## src/rtl/cos_range_reduce_ctrl.sv

```systemverilog
`default_nettype none
// +----------------------------------------------------------------------------+
// | Module   : cos_range_reduce_ctrl                                           |
// | Function : reduces a signed Q.10 angle to [0, pi/2] plus sign, sequences   |
// |            the Taylor cosine core and returns the signed full-range cosine |
// | Revision : 1.0                                                             |
// +----------------------------------------------------------------------------+
module cos_range_reduce_ctrl #(
  parameter int W          = 24,
  parameter int FXP_SHIFT  = 10,
  parameter int TWO_PI     = 6434,
  parameter int PI         = 3217,
  parameter int HALF_PI    = 1608,
  parameter int RED_STEPS  = 11,
  parameter int START_HOLD = 3
) (
  input  logic         clock,
  input  logic         reset,
  input  logic         in_valid,
  output logic         in_ready,
  input  logic [W-1:0] angle_in,
  output logic         out_valid,
  input  logic         out_ready,
  output logic [W-1:0] cos_out,
  output logic         core_start_out,
  output logic [W-1:0] core_angle_out,
  input  logic         core_ready_in,
  input  logic [W-1:0] core_cos_in
);

  localparam int c_kw = $clog2(RED_STEPS);
  localparam int c_hw = $clog2(START_HOLD + 1);

  localparam logic [W-1:0]    c_two_pi    = W'(TWO_PI);
  localparam logic [W-1:0]    c_pi        = W'(PI);
  localparam logic [W-1:0]    c_half_pi   = W'(HALF_PI);
  localparam logic [W-1:0]    c_min       = {1'b1, {(W-1){1'b0}}};
  localparam logic [W-1:0]    c_max       = {1'b0, {(W-1){1'b1}}};
  localparam logic [c_kw-1:0] c_k_top     = c_kw'(RED_STEPS - 1);
  localparam logic [c_hw-1:0] c_hold_last = c_hw'(START_HOLD - 1);

  if (FXP_SHIFT >= W - 1 || (TWO_PI << (RED_STEPS - 1)) >= (1 << (W - 1))) begin : g_bad_params
    $error("cos_range_reduce_ctrl: reduction ladder does not fit in W bits");
  end

  typedef enum logic [2:0] {
    S_IDLE   = 3'd0,
    S_ABS    = 3'd1,
    S_REDUCE = 3'd2,
    S_FOLD1  = 3'd3,
    S_FOLD2  = 3'd4,
    S_START  = 3'd5,
    S_WAIT   = 3'd6,
    S_OUT    = 3'd7
  } state_t;

  state_t          r_state;
  logic [W-1:0]    r_angle;
  logic [W-1:0]    r_a;
  logic [c_kw-1:0] r_k;
  logic [c_hw-1:0] r_hold;
  logic            r_seen_low;
  logic            r_neg;
  logic            r_in_ready;
  logic            r_out_valid;
  logic [W-1:0]    r_cos;
  logic            r_core_start;
  logic [W-1:0]    r_core_angle;

  logic [W-1:0]    w_abs;
  logic [W-1:0]    w_step;

  // The most negative angle has no positive twin, so it saturates.
  always_comb begin
    w_abs = r_angle;
    if (r_angle[W-1]) begin
      w_abs = (r_angle == c_min) ? c_max : -r_angle;
    end
  end

  assign w_step = c_two_pi << r_k;

  always_ff @(posedge clock) begin
    if (reset) begin
      r_state      <= S_IDLE;
      r_angle      <= '0;
      r_a          <= '0;
      r_k          <= '0;
      r_hold       <= '0;
      r_seen_low   <= 1'b0;
      r_neg        <= 1'b0;
      r_in_ready   <= 1'b0;
      r_out_valid  <= 1'b0;
      r_cos        <= '0;
      r_core_start <= 1'b0;
      r_core_angle <= '0;
    end else begin
      case (r_state)
        S_IDLE: begin
          if (in_valid && r_in_ready) begin
            r_angle    <= angle_in;
            r_in_ready <= 1'b0;
            r_state    <= S_ABS;
          end else begin
            r_in_ready <= 1'b1;
          end
        end
        S_ABS: begin
          r_a     <= w_abs;
          r_k     <= c_k_top;
          r_state <= S_REDUCE;
        end
        S_REDUCE: begin
          if (r_a >= w_step) begin
            r_a <= r_a - w_step;
          end
          if (r_k == '0) begin
            r_state <= S_FOLD1;
          end else begin
            r_k <= r_k - c_kw'(1);
          end
        end
        S_FOLD1: begin
          if (r_a > c_pi) begin
            r_a <= c_two_pi - r_a;
          end
          r_state <= S_FOLD2;
        end
        S_FOLD2: begin
          if (r_a > c_half_pi) begin
            r_core_angle <= c_pi - r_a;
            r_neg        <= 1'b1;
          end else begin
            r_core_angle <= r_a;
            r_neg        <= 1'b0;
          end
          r_core_start <= 1'b1;
          r_hold       <= '0;
          r_seen_low   <= 1'b0;
          r_state      <= S_START;
        end
        // A stale ready=1 from a finished core must be seen to drop before waiting.
        S_START: begin
          if (r_hold >= c_hold_last && (r_seen_low || !core_ready_in)) begin
            r_core_start <= 1'b0;
            r_state      <= S_WAIT;
          end else begin
            if (r_hold < c_hold_last) begin
              r_hold <= r_hold + c_hw'(1);
            end
            if (!core_ready_in) begin
              r_seen_low <= 1'b1;
            end
          end
        end
        S_WAIT: begin
          if (core_ready_in) begin
            r_cos       <= r_neg ? -core_cos_in : core_cos_in;
            r_out_valid <= 1'b1;
            r_state     <= S_OUT;
          end
        end
        S_OUT: begin
          if (out_ready) begin
            r_out_valid <= 1'b0;
            r_in_ready  <= 1'b1;
            r_state     <= S_IDLE;
          end
        end
        default: r_state <= S_IDLE;
      endcase
    end
  end

  assign in_ready       = r_in_ready;
  assign out_valid      = r_out_valid;
  assign cos_out        = r_cos;
  assign core_start_out = r_core_start;
  assign core_angle_out = r_core_angle;

endmodule
`default_nettype wire

```

## config.mk

```make
export PLATFORM = sky130hd
export DESIGN_NAME = cos_range_reduce_ctrl
export DESIGN_NICKNAME = d
export VERILOG_FILES = /design/src/rtl/cos_range_reduce_ctrl.sv
export SDC_FILE = /design/constraint.sdc
export NUM_CORES = 1
export LEC_CHECK = 0
export ABC_AREA = 1
export BUFFER_PORTS_ARGS = -buffer_cell sky130_fd_sc_hd__buf_4
export CORE_ASPECT_RATIO = 0.9
export CORE_UTILIZATION = 54
export CTS_CLUSTER_SIZE = 16
export DETAILED_ROUTE_END_ITERATION = 10
export PLACE_DENSITY_LB_ADDON = 0.3
export SYNTH_ARGS = -nofsm -noshare
export SYNTH_HDL_FRONTEND = slang
export SYNTH_SLANG_ARGS = --single-unit
```

## constraint.sdc

```tcl
create_clock -name clock -period 2.9 [get_ports clock]
set_clock_uncertainty 0.05 [all_clocks]
set_input_delay 0.725 -clock clock [delete_from_list [all_inputs] [get_ports clock]]
set_output_delay 0.725 -clock clock [all_outputs]
set_load 0.05 [all_outputs]
```

==> results.md <==
- CP required: 3.10 ns
- Sequential power share: 16.8%
- Avg Cell Area, Syn: 5.79 um2
- Placed cell count: 1843
- Final Cell Area: 0.0106 mm2
- Hold Vio Cnt, Final: 0
- Synth cell types: 44
- Core area: 0.0162 mm2
- Setup slack, reg-to-reg: 0.03 ns
- Worst setup path start: r_k[0]$_SDFFE_PP0P_
- Final critical-path required period: 2.87 ns
- Fmax: around 0.35 GHz
- Arr. time, crit path: 3.07 ns
- Grt ovf: 0
- Die Ht: 124 um
- CTS tree: done
- Crit end category: flip-flop
- Largest area contributor in the netlist: dfxtp_1
- Slowest cell on crit path: ha_1
- N_diodes: 0
- Tcrit/Tclk final: 98.8%
- Hold Path Class: flip-flop to flip-flop
- Largest net degree at the start of global routing: 79
- WL per Instance: ~15 um
- Placed Area: 0.0101 mm2
- Crit path kind: flip-flop to flip-flop
- H-tree depth: 3
- DRT Wirelength: between 20000 and 30000 um
- #FFs+latches synth: 110
- Post-DP HPWL: 21400 um
- Gr usage total: approximately a third
- Combinational fraction of design power: about three quarters
- Final Slew Violations: 0
- Worst Max-Slew Pin Slew: about 0.7 ns
- Layout area overhead: 18.5%
- Ys Warns: 0
- CTS Buffer Depth: 2
- CP max FO: 7
- CP endpoint: r_a[21]$_SDFFE_PP0P_
- Fin nets: 1746
- Num CTS Buffers: 9
- Worst-skew pair later-pin latency: 0.36 ns
- Row count: 44
- Final core occ: 65.8%
- Routability Congestion: between 1 and 1.5
- Clock Sinks: 110
- Slew HR: a little over half
- Die Width: 138 um
- Sequential share of the synthesized area: 24.5%
- Layout cells sized above 1: between 10% and 20%
- Worst vdd ir: 0.903 mV
- Cells on worst reg2reg path: 19
- Routed vias/inst: 5.68
- Register clock-pin slew on the reported worst setup and hold paths: 0.08 ns
- FF-to-FF Start: r_k[0]$_SDFFE_PP0P_
- Outcome: finished clean
- Initial Util: between 50% and 60%
- Synth area leaders: dfxtp_1 (25%), nand2_1 (17%), nand3_1 (9.8%)
- Finished Layout Cells: ~1900
- IO buf count: 103
- First-pass GRT wire length: 43900 um
- Syn Nets: 1640
- Max-Cap Viols: 0
- P_int: about 0.0062 W
- Power per cell area: 1330 mW/mm2
- Drt pass-1 iters: 7
- NetSw: approximately 0.008 W
- Max incr delay on CP: 0.37 ns
- FF-to-FF End: r_a[21]$_SDFFE_PP0P_
- Die area: roughly 0.017 mm2
- Top-Level Pins: 104
- Ordered cell list for the critical path: inv_2 -> buf_4 -> ha_2 -> inv_1 -> a21oi_2 -> o21ai_0 -> ha_1 -> nand2_2 -> nor2_2 -> inv_1 -> nor2_2 -> nand3_1 -> nand3_1 -> nand2_1 -> nand2_2 -> nand2_8 -> clkbuf_16 -> nor2_1 -> a21oi_1
- # DRC: 0
- Crit path setup slack, layout: 0.0344 ns
- Post-synthesis cell area: about 0.009 mm2
- DRT iter0 DRCs: 1110
- Total power: around 0.014 W
- Setup crit start kind: flip-flop
- RSZ-0062 raised after global routing: yes
- Clock Power Share: 9.1%
- Post-Syn Instances: about 1600
- Sw frac: 56.0%
- Number of flops mapped to enable cells by yosys: 0
- Setup WS pre-CTS: -0.216 ns
- Dominant synthesized flop cell: dfxtp_1
- Vias in the first global route: 9154
- Post-synth top area share: 24.5%
- Initial antenna violation count: 0
- P_leak: between 5 and 6 nW
- Clock Tree Root: clkbuf_16
- Final Setup Violations: 0
- Post-synth ARST share: 0%
- FILL cells: 1539
- Antenna viol nets, final: 0
- Vias: 10600
-- cell usage after synthesis (4+ instances only) --
cell and count:
a21oi_1 110, o21ai_0 126, clkbuf_1 22, buf_1 4, a31oi_1 4, nand3_1 175, inv_1 183, ha_1 36
nor3_1 15, o21bai_1 5, nand2_2 6, nand2_1 398, nand3b_1 11, nand4_1 8, nor4_1 5, o211ai_1 12
inv_2 8, nor2_1 214, o21ai_1 7, dfxtp_1 110, nor2_2 4, buf_2 18, xor2_1 21, or2_2 10
buf_6 4, o21a_1 6
-- final cells by class --
cell class / count / area [um2] / area share, %
clock buffers: 10 / 239 / 2.24
clock inverters: 6 / 68.8 / 0.646
inverters: 193 / 736 / 6.91
multi-input cells: 1196 / 5940 / 55.8
flip-flops and latches: 110 / 2200 / 20.7
well taps: 207 / 259 / 2.43
repair buffers: 147 / 1200 / 11.2
-- critical path, delay by kind of cell, from the launching register on --
family	cells	cell delay (ns)
flops	1	0.34
compound gates	3	0.35
buf+inv	5	0.54
simple gates	9	0.92
fa+ha+maj	2	0.57
-- state kept, by name, summed over array words and instances (netlist names) --
| register | flops |
|---|---|
| r_seen_low | 1 |
| core_start_out | 1 |
| r_neg | 1 |
| r_k | 4 |
| core_angle_out | 24 |
| r_angle | 24 |
| in_ready | 1 |
| r_a | 24 |
| out_valid | 1 |
| r_state | 3 |
| r_hold | 2 |
| cos_out | 24 |
-- layout by cell type, fill, tap and decap left out, types with 13 or more instances in the layout --
cell	netlist	final
ha_1	36	31
inv_1	183	179
nand3_1	175	174
nor2_1	214	210
dfxtp_1	110	108
o21ai_0	126	117
a21oi_1	110	106
o21ai_1	7	13
xor2_1	21	21
buf_4	3	140
nand2_1	398	393
-- worst min-delay path by stage --
stage | start | to | slack (ns) | depth (start not counted)
6_report | core_start_out$_SDFFE_PP0P_ | core_start_out$_SDFFE_PP0P_ | 0.41 | 2
5_1_grt | core_start_out$_SDFFE_PP0P_ | core_start_out$_SDFFE_PP0P_ | 0.45 | 2
4_1_cts | core_start_out$_SDFFE_PP0P_ | core_start_out$_SDFFE_PP0P_ | 0.42 | 2
3_5_place_dp | out_valid$_SDFFE_PP0P_ | out_valid$_SDFFE_PP0P_ | 0.41 | 2
3_3_place_gp | core_start_out$_SDFFE_PP0P_ | core_start_out$_SDFFE_PP0P_ | 0.40 | 2
2_1_floorplan | r_seen_low$_SDFFE_PP0P_ | r_seen_low$_SDFFE_PP0P_ | 0.39 | 2
-- what timing repair did --
action | 4_1_cts | 5_1_grt
gates resized for setup | 7 | 40
pin swaps | 1 | 10
setup endpoints to repair | 24 | 24
hold buffers | 0 | 0
buffers inserted | 0 | 6
cloned | 0 | 4
-- power by group through the flow --
stage / combinational [W] / sequential [W] / clock, W
floorplan: 0.00697 / 0.00234 / 0
global placement: 0.00926 / 0.00236 / 0
detailed placement: 0.00945 / 0.00237 / 0
CTS: 0.00958 / 0.00234 / 0.00131
global route: 0.0116 / 0.00241 / 0.00138
finish: 0.0105 / 0.00238 / 0.00130
-- metal layers --
layer / share of wire (%) / wire length (um) / up-vias / global-route usage [%]
li1: - / - / 5243 / -
met1: 43 / 12100 / 4750 / 43.7
met2: 44 / 12400 / 543 / 49.9
met3: 9.8 / 2750 / 84 / 7.98
met4: 3.2 / 911 / 0 / 10.7
met5: 0 / 0 / - / 0
-- stage by stage --
stage	TNS (ns)	hold slack, ns
final	0	0.415
after global placement	-0.175	0.401
after global routing	-1.14	0.449
after floorplan	0	0.390
after detailed placement	-1.21	0.411
after CTS	0	0.421
-- logic make-up after synthesis --
kind of cell,count (synthesis),share of synthesized area (%)
xor+xnor,24,2.34
flops,110,24.5
fa+ha+maj,36,5.01
buf+inv,245,11.0
simple gates,852,40.1
compound gates,284,17.0
Note: power is estimated with default switching activity, not from simulation.
